### config.mk
export PLATFORM = sky130hd
export DESIGN_NAME = sdram_slot_arbiter
export DESIGN_NICKNAME = d
export VERILOG_FILES = /design/src/rtl/sdram_slot_arbiter.sv
export SDC_FILE = /design/constraint.sdc
export NUM_CORES = 1
export LEC_CHECK = 0
export ABC_AREA = 1
export CORE_MARGIN = 2
export CORE_UTILIZATION = 30
export CTS_CLUSTER_DIAMETER = 60
export DETAILED_ROUTE_END_ITERATION = 8
export PLACE_DENSITY = 0.7
export SLEW_MARGIN = 20
export SYNTH_ARGS = -nofsm -noshare
export SYNTH_HDL_FRONTEND = slang
export SYNTH_SLANG_ARGS = --single-unit
### constraint.sdc
create_clock -name clk -period 2.8 [get_ports clk]
set_input_delay 0.56 -clock clk [delete_from_list [all_inputs] [get_ports clk]]
set_output_delay 0.56 -clock clk [all_outputs]
set_load 0.05 [all_outputs]
### src/rtl/sdram_slot_arbiter.sv
// sdram_slot_arbiter
//   Shares one sdram controller port among PORTS bus masters using time slots
//   that advance on slot_stb. With RESERVE=1, every other slot belongs to port 0.
//   With DONATE=1, a reserved slot that port 0 leaves unused goes to the
//   round-robin winner. All other slots go round-robin among the eligible ports.
//
// Ports
//   clk, reset         SDRAM clock; synchronous active-high reset
//   slot_stb           one-clk pulse at each slot boundary
//   req/we/addr/ds/wdata  per-port requests, packed (port i at [i*W +: W])
//   ack                one-clk completion pulse to the owner of the retired slot
//   rdata              read data captured from mem_dout when a slot retires
//   mem_*              registered command to the sdram controller, held for a slot
//   mem_dout           sdram read data
//   slot_owner/busy/reserved  status of the slot currently issued

// Per-port eligibility. A port that owns the slot now ending cannot win the
// next slot: its req is still high until it sees ack, so without this rule it
// would be issued twice.
module sdram_slot_arbiter_lane (
  input  logic req,
  input  logic stale,
  input  logic rr_ok,
  output logic elig_any,
  output logic elig_rr
);
  assign elig_any = req & ~stale;
  assign elig_rr  = elig_any & rr_ok;
endmodule

module sdram_slot_arbiter #(
  parameter int PORTS   = 3,
  parameter int AW      = 25,
  parameter int DW      = 16,
  parameter int RESERVE = 1,
  parameter int DONATE  = 1
) (
  input  logic                clk,
  input  logic                reset,
  input  logic                slot_stb,
  input  logic [PORTS-1:0]    req,
  input  logic [PORTS-1:0]    we,
  input  logic [PORTS*AW-1:0] addr,
  input  logic [PORTS*2-1:0]  ds,
  input  logic [PORTS*DW-1:0] wdata,
  output logic [PORTS-1:0]    ack,
  output logic [DW-1:0]       rdata,
  output logic [AW-1:0]       mem_addr,
  output logic [1:0]          mem_ds,
  output logic [DW-1:0]       mem_din,
  output logic                mem_we,
  output logic                mem_oe,
  input  logic [DW-1:0]       mem_dout,
  output logic [2:0]          slot_owner,
  output logic                slot_busy,
  output logic                slot_reserved
);

  localparam logic [3:0] PORTS4 = 4'(PORTS);

  typedef struct packed {
    logic          we;
    logic [1:0]    ds;
    logic [AW-1:0] addr;
    logic [DW-1:0] wdata;
  } port_req_t;

  // State
  logic       phase;     // 0: next slot is reserved (when RESERVE=1)
  logic [2:0] rr_ptr;    // last round-robin winner
  logic [2:0] owner;
  logic       busy;

  port_req_t [PORTS-1:0] preq;
  logic [PORTS-1:0] stale, elig_any, elig_rr;
  logic [15:0]      elig_rr_ext;

  for (genvar i = 0; i < PORTS; i++) begin : g_port
    assign preq[i]  = {we[i], ds[i*2 +: 2], addr[i*AW +: AW], wdata[i*DW +: DW]};
    assign stale[i] = busy && (owner == 3'(i));
    sdram_slot_arbiter_lane u_lane (
      .req      (req[i]),
      .stale    (stale[i]),
      .rr_ok    (1'((i != 0) || (RESERVE == 0))),
      .elig_any (elig_any[i]),
      .elig_rr  (elig_rr[i])
    );
  end

  // Zero-extended so the rotating scan can index with a fixed 4-bit value.
  assign elig_rr_ext = {{(16-PORTS){1'b0}}, elig_rr};

  logic       res_next, rr_hit, win_hit, take_rr, phase_n;
  logic [2:0] rr_win, win;
  logic [3:0] idx;
  port_req_t  sel;
  logic [PORTS-1:0] ack_n;

  always_comb begin
    res_next = (RESERVE != 0) && !phase;
    phase_n  = (RESERVE != 0) ? ~phase : 1'b1;
    rr_hit   = 1'b0;
    rr_win   = '0;
    idx      = '0;
    // Scan rr_ptr+1, rr_ptr+2, ... modulo PORTS; first eligible wins.
    // rr_ptr+k never exceeds 2*PORTS-1, so one subtraction wraps it.
    for (int k = 1; k <= PORTS; k++) begin
      idx = 4'(rr_ptr) + 4'(k);
      if (idx >= PORTS4) idx = idx - PORTS4;
      if (!rr_hit && elig_rr_ext[idx]) begin
        rr_hit = 1'b1;
        rr_win = idx[2:0];
      end
    end

    win_hit = 1'b0;
    win     = '0;
    take_rr = 1'b0;
    if (res_next && elig_any[0]) begin
      win_hit = 1'b1;
    end else if (!res_next || (DONATE != 0)) begin
      // Free slot, or a reserved slot donated to the round-robin pool.
      win_hit = rr_hit;
      win     = rr_win;
      take_rr = rr_hit;
    end

    sel = '0;
    for (int i = 0; i < PORTS; i++)
      if (win == 3'(i)) sel = preq[i];

    ack_n = '0;
    for (int i = 0; i < PORTS; i++)
      ack_n[i] = (owner == 3'(i));
  end

  always_ff @(posedge clk) begin
    if (reset) begin
      phase         <= 1'b0;
      rr_ptr        <= 3'(PORTS-1);
      owner         <= '0;
      busy          <= 1'b0;
      ack           <= '0;
      rdata         <= '0;
      mem_addr      <= '0;
      mem_din       <= '0;
      mem_ds        <= 2'b11;
      mem_we        <= 1'b0;
      mem_oe        <= 1'b0;
      slot_reserved <= 1'b0;
    end else begin
      ack <= '0;
      if (slot_stb) begin
        // Retire the ending slot.
        if (busy) begin
          rdata <= mem_dout;
          ack   <= ack_n;
        end
        // Issue the next slot.
        phase         <= phase_n;
        slot_reserved <= res_next;
        busy          <= win_hit;
        if (take_rr) rr_ptr <= win;
        if (win_hit) begin
          owner    <= win;
          mem_addr <= sel.addr;
          mem_din  <= sel.wdata;
          mem_we   <= sel.we;
          mem_oe   <= ~sel.we;
          mem_ds   <= sel.we ? sel.ds : 2'b11;
        end else begin
          // Idle: address and data hold, no command.
          mem_we <= 1'b0;
          mem_oe <= 1'b0;
          mem_ds <= 2'b11;
        end
      end
    end
  end

  assign slot_owner = owner;
  assign slot_busy  = busy;

endmodule

==> results.ini, run 1 <==
[yosys]
synth_area_leaders = dfxtp_1 38%, nand2_1 8.4%, nand3_1 8.1%
yosysWarnings = 0
synth_seq_cells = 72
synth_xor_area_frac = 0.01114
synthesis.nets = 689
yosysTopAreaCell = dfxtp_1
synth_area_um2 = 3817
yosys.area_share.simple = 0.2655
synth_top_cell_area_share = 0.3776
synth_fa_ha_area_frac = 0.02622
yosysSeqAreaShare = 0.3776
synthCells = 527
synth.avg_cell_area_um2 = 7.244
ys_types = 34
synth_top_family_by_area = simple AND/OR/NAND/NOR gates
synth-compound-area-share = 0.2416
synthMuxAreaShare = 0

[worst_setup_path]
startpoint_type = flop
cp.buffers_inverters = 4
r2r_cells = 16
critical_path.startpoint = rr_ptr[0]
r2r-start = rr_ptr[0]
cpPeakStageDelay_ns = 0.38
path_depth = 16
critPathKind = flop to flop
crit_slowest_cell = dfxtp_2
rrSetupSlack_ns = 0.28
critical_path.top_delay_family = simple AND/OR/NAND/NOR gates
arrival_ns = 2.77
crit_chain = inv_2, ha_2, xnor2_1, nand2_1, nand2_2, inv_2, nand2_1, nand3_2, nand2_4, nor2_8, a21oi_2, nand2_4, inv_6, buf_12, a21oi_1, a31oi_1
required_ns = 3.05
worstSetupEndpoint = mem_din[6]
worstReg2RegEnd = mem_din[6]
cp_max_fo = 25
cp-end-kind = flop

[drt]
drc = 0
first_pass_iters = 4
wl_per_cell_um = 15.66
routed_wl_um = 14390
drt_iter0_markers = 180
antenna_left = 0
vias = 4582
drt-vias-per-instance = 4.986

[die]
row_count = 41
initial_core_util = 0.3050
die_h_um = 116.8
coreArea_um2 = 12520
die_x_um = 116.8
io_pins = 223
die_area_um2 = 13640

[sta]
tightest_slew_ns = 0.5559
fin_crit_ns = 2.523
rsz0062_at_grt = no
clock_skew_ns = 0.006276
drv_slew = 0
slew_headroom = 0.6283
period_share = 0.9011
max_freq_mhz = 396.3
hold_viol = 0
setup-violations-final = 0
fin_tns_setup_ns = 0

[global_route]
grt_max_degree = 45
grt_pass1_vias = 4529
grt_first_pass_wirelength_um = 21430
antenna_found_initial = 0
overflow = 0
grt_usage = 0.2002

[clocking]
clkTransAtPathRegs_ns = 0.05
insertion_delay_ns = 0.33
ctsHoldBuffers = 0
cts_tree = built
cts_buffers = 9
root_buffer = clkbuf_16
cts.sink_count = 72
cts_max_path_buffers = 2
htreeDepth = 3

[cells_and_area]
syn2layout_area_growth_pct = 70.44
nets = 904
antennaDiodeCount = 0
final_util = 0.5198
drive_gt1_frac = 0.09639
instances_no_fill = 919

[placement]
port_buffers = 222
gp_congestion = 0.9111
place_hpwl_um = 10870
dp_cells = 902

[job]
maxCapViolations = 0

[status]
status = finished, final reports clean

[min_path]
worstHoldStart = rdata[8]
worst_hold_path_type = flop to flop

==> stage by stage <==
| step | instance area (um^2) | hold WS, ns | setup slack (ns) |
|---|---|---|---|
| 2_1_floorplan | 3817 | 0.5220 | 0.3353 |
| 3_3_place_gp | 6217 | 0.4646 | 0.2077 |
| 3_5_place_dp | 6217 | 0.4732 | 0.1110 |
| 4_1_cts | 6484 | 0.4856 | 0.1252 |
| 5_1_grt | 6506 | 0.5051 | 0.04395 |
| 6_report | 6506 | 0.4767 | 0.2769 |
==> cell families (layout without fill, tap and decap cells) <==
logic type / count (synthesis) / after routing
flip-flops: 72 / 72
AND/OR/NAND/NOR: 220 / 220
XOR/XNOR: 4 / 4
buffers and inverters: 62 / 282
AO/OA/AOI/OAI: 161 / 161
adder cells (fa/ha/maj): 8 / 8
==> state kept, by name, summed over array words and instances (netlist names) <==
register / flops
ack: 3
mem_oe: 1
mem_addr: 25
slot_owner: 3
slot_reserved: 1
rdata: 16
slot_busy: 1
mem_we: 1
rr_ptr: 3
mem_ds: 2
mem_din: 16
==> layout make-up <==
class / instances / area (um^2)
Fill cell: 1253 / 6011
Timing Repair Buffer: 238 / 2380
Multi-Input combinational cell: 393 / 2090
Sequential cell: 72 / 1445
Clock buffer: 12 / 246.5
Tap cell: 172 / 215.2
Inverter: 28 / 110.1
Clock inverter: 4 / 20.02
==> metal layers <==
metal  GRT usage  part of all wire  up-vias
li1            -                 -     2252
met1      0.2254              0.40     2101
met2      0.3549              0.48      215
met3     0.06849              0.11       14
met4     0.06588             0.016        0
met5           0                 0        -
==> worst min-delay path, delay by kind of cell, from the launching register on <==
| family | cells | cell delay (ns) |
|---|---|---|
| and+or+nand+nor | 2 | 0.12 |
| DFF | 1 | 0.32 |
==> Yosys cell counts (all sizes together) <==
| cell type | number |
|---|---|
| a21oi | 51 |
| a31o | 1 |
| a31oi | 41 |
| buf | 25 |
| clkbuf | 9 |
| clkinv | 1 |
| dfxtp | 72 |
| ha | 8 |
| inv | 27 |
| nand2 | 94 |
| nand3 | 66 |
| nand3b | 1 |
| nand4 | 4 |
| nor2 | 51 |
| nor3 | 2 |
| nor4 | 2 |
| o21ai | 66 |
| o21bai | 2 |
| xnor2 | 1 |
| xor2 | 3 |
==> worst min path at each step <==
stage | cells after the start | endpoint | slack [ns]
after floorplan | 2 | rr_ptr[2] | 0.52
after global placement | 2 | rdata[15] | 0.46
after detailed placement | 2 | rdata[8] | 0.47
after CTS | 2 | rdata[8] | 0.49
after global routing | 2 | rdata[2] | 0.51
final | 2 | rdata[8] | 0.48
==> placed cells by master, fill, tap and decap left out, types with 2 or more instances in the layout <==
master           Yosys  final
nand3_2              4      4
nand2_1             85     85
o21ai_1              6      7
buf_12               0      3
clkinv_2             0      4
clkdlybuf4s50_1      0    222
a21oi_2             12     13
a21oi_1             38     37
inv_1               19     18
nand3_1             62     62
inv_2                7      8
nor4_1               2      2
nand2_4              5      6
clkbuf_16            0      9
ha_1                 8      7
dfxtp_2              0      3
buf_4                1     13
nand2_2              4      3
clkbuf_1             9      2
nor2_1              50     50
xor2_1               2      2
o21bai_1             2      2
nor3_1               2      2
dfxtp_1             72     69
a31oi_1             41     41
o21ai_0             60     59
nand4_1              4      4
==> repair_timing <==
item | CTS | global route
endpoints found under the setup margin | 0 | 39
resized for setup | 0 | 8
setup buffers | 0 | 1
Power of run 1 is not shown: default switching activity piles up to over one toggle a cycle in this logic, so the estimate is an artifact.
==> run 2: changes to the inputs <==
--- a/config.mk
+++ b/config.mk
@@ -8,6 +8,7 @@
 export ABC_AREA = 1
 export CORE_MARGIN = 2
 export CORE_UTILIZATION = 30
+export CTS_BUF_LIST = sky130_fd_sc_hd__clkbuf_16
 export CTS_CLUSTER_DIAMETER = 60
 export DETAILED_ROUTE_END_ITERATION = 8
 export PLACE_DENSITY = 0.7
==> run 2 against run 1 <==
Against the previous run:
- setup slack lost 0.0015 ns
- routed wire length is essentially flat
- critical path depth is the same
- critical path type unchanged
- critical endpoint unchanged
- largest cell class unchanged
==> results.ini, run 2 (synthesis gave the netlist of run 1 again) <==
[worst_setup_path]
arrival_ns = 2.77  ; about the same
critical_path.top_delay_family = simple AND/OR/NAND/NOR gates
rrSetupSlack_ns = 0.28  ; about the same
startpoint_type = flop
critPathKind = flop to flop
r2r_cells = 16  ; unchanged
worstReg2RegEnd = mem_din[6]
crit_slowest_cell = dfxtp_2
cp_max_fo = 25  ; unchanged
cpPeakStageDelay_ns = 0.38  ; about the same
required_ns = 3.05  ; about the same
r2r-start = rr_ptr[0]
cp.buffers_inverters = 4  ; unchanged
crit_chain = inv_2, ha_2, xnor2_1, nand2_1, nand2_2, inv_2, nand2_1, nand3_2, nand2_4, nor2_8, a21oi_2, nand2_4, inv_6, buf_12, a21oi_1, a31oi_1
cp-end-kind = flop

[cells_and_area]
register_area_um2 = 1445  ; unchanged
fill_cells = 1254  ; +0.080%
syn2layout_area_growth_pct = 70.17
final_cell_mix = 222 x clkdlybuf4s50_1, 85 x nand2_1, 69 x dfxtp_1
layout_commonest_cell = clkdlybuf4s50_1
drive_gt1_frac = 0.09505  ; -0.001339
multi_input_area_um2 = 2090  ; unchanged
largest-register = mem_addr
largest_reg_flops = 25  ; unchanged
top_regs = mem_addr: 25 flops, mem_din: 16 flops, rdata: 16 flops
nets = 904  ; unchanged
antennaDiodeCount = 0  ; unchanged

[global_route]
antenna_found_initial = 0  ; unchanged
grt_usage = 0.2001  ; about the same
grt_first_pass_wirelength_um = 21420  ; about the same
grt_pass1_vias = 4528  ; -0.022%
overflow = 0  ; unchanged
grt_max_degree = 45  ; unchanged

[sta]
fin_tns_setup_ns = 0  ; unchanged
max_freq_mhz = 396.1  ; about the same
period_share = 0.9016  ; about the same
hold_viol = 0  ; unchanged
clock_skew_ns = 0.007937  ; +0.001661 ns
fin_crit_ns = 2.525  ; +0.001526 ns
setup-violations-final = 0  ; unchanged
tightest_slew_ns = 0.5573  ; +0.001416 ns
slew_headroom = 0.6273  ; -0.0009470
drv_slew = 0  ; unchanged
rsz0062_at_grt = no

[drt]
drc = 0  ; unchanged
first_pass_iters = 4  ; unchanged
vias = 4610  ; +0.61%
antenna_left = 0  ; unchanged
drt_iter0_markers = 173  ; -3.9%
drt-vias-per-instance = 5.016  ; +0.61%
wl_per_cell_um = 15.66  ; about the same
routed_wl_um = 14390  ; about the same

[die]
initial_core_util = 0.3050  ; unchanged
io_pins = 223  ; unchanged
die_x_um = 116.8  ; unchanged
coreArea_um2 = 12520  ; unchanged
row_count = 41  ; unchanged
die_area_um2 = 13640  ; unchanged
die_h_um = 116.8  ; unchanged

[placement]
port_buffers = 222  ; unchanged
gp_congestion = 0.9111  ; unchanged
place_hpwl_um = 10870  ; unchanged

[job]
maxCapViolations = 0  ; unchanged

[clocking]
cts_max_path_buffers = 2  ; unchanged
root_buffer = clkbuf_16
clkTransAtPathRegs_ns = 0.05  ; about the same
cts_tree = built
cts.sink_count = 72  ; unchanged
htreeDepth = 3  ; unchanged
ctsHoldBuffers = 0  ; unchanged
insertion_delay_ns = 0.33  ; about the same
cts_buffers = 9  ; unchanged

[min_path]
holdPathStages = 2  ; unchanged
worstHoldStart = rdata[8]
worst_hold_path_type = flop to flop
hold_end = rdata[8]

[status]
status = finished, final reports clean

## run 2: worst register-to-register path, stage by stage (launching register included)
cell and delay (ns):
dfxtp_2 0.38, inv_2 0.09, ha_2 0.38, xnor2_1 0.16, nand2_1 0.09, nand2_2 0.09
inv_2 0.03, nand2_1 0.09, nand3_2 0.11, nand2_4 0.11, nor2_8 0.05, a21oi_2 0.17
nand2_4 0.09, inv_6 0.19, buf_12 0.18, a21oi_1 0.07, a31oi_1 0.15
## run 2: through the flow
stage	cell area [um^2]	util	std cells	setup WS (ns)	hold WS (ns)
final	6496	0.5190	919	0.2754	0.4766
after global routing	6496	0.5190	919	0.04406	0.5051
after CTS	6474	0.5172	918	0.1252	0.4856
after detailed placement	6217	0.4967	902	0.1110	0.4732
after global placement	6217	0.4967	902	0.2077	0.4646
after floorplan	3817	-	527	0.3353	0.5220
## run 2: layer usage
| layer | GRT usage | part of all wire | wire [um] | up-vias |
|---|---|---|---|---|
| met5 | 0 | 0 | 0 | - |
| met4 | 0.06588 | 0.018 | 260 | 0 |
| met3 | 0.06849 | 0.10 | 1507 | 18 |
| met2 | 0.3549 | 0.48 | 6866 | 205 |
| met1 | 0.2251 | 0.40 | 5754 | 2134 |
| li1 | - | - | - | 2253 |
## run 2: worst max path at each step
stage              start           to  slack, ns  cells past startpoint
6_report       rr_ptr[0]   mem_din[6]       0.28                     16
2_1_floorplan  rr_ptr[0]    mem_ds[0]       0.34                     19
4_1_cts        rr_ptr[0]   mem_din[6]       0.13                     16
5_1_grt        rr_ptr[1]    mem_ds[1]       0.04                     19
3_3_place_gp      req[1]  mem_addr[4]       0.21                     14
3_5_place_dp      req[1]   mem_din[6]       0.11                     14
## run 2: what timing repair did
action,CTS,global route
endpoints found under the hold margin,0,0
endpoints found under the setup margin,0,39
resized for setup,0,8
buffers inserted,0,1
## run 2: layout make-up
cell class                 count  area share
multi-input combinational    393      0.3216
timing repair buffer         238      0.3663
clock buffer                   9     0.03467
clock inverter                 7    0.004815
sequential                    72      0.2225
tap                          172     0.03313
inverter                      28     0.01695
Power of run 2 is left out for the same reason.
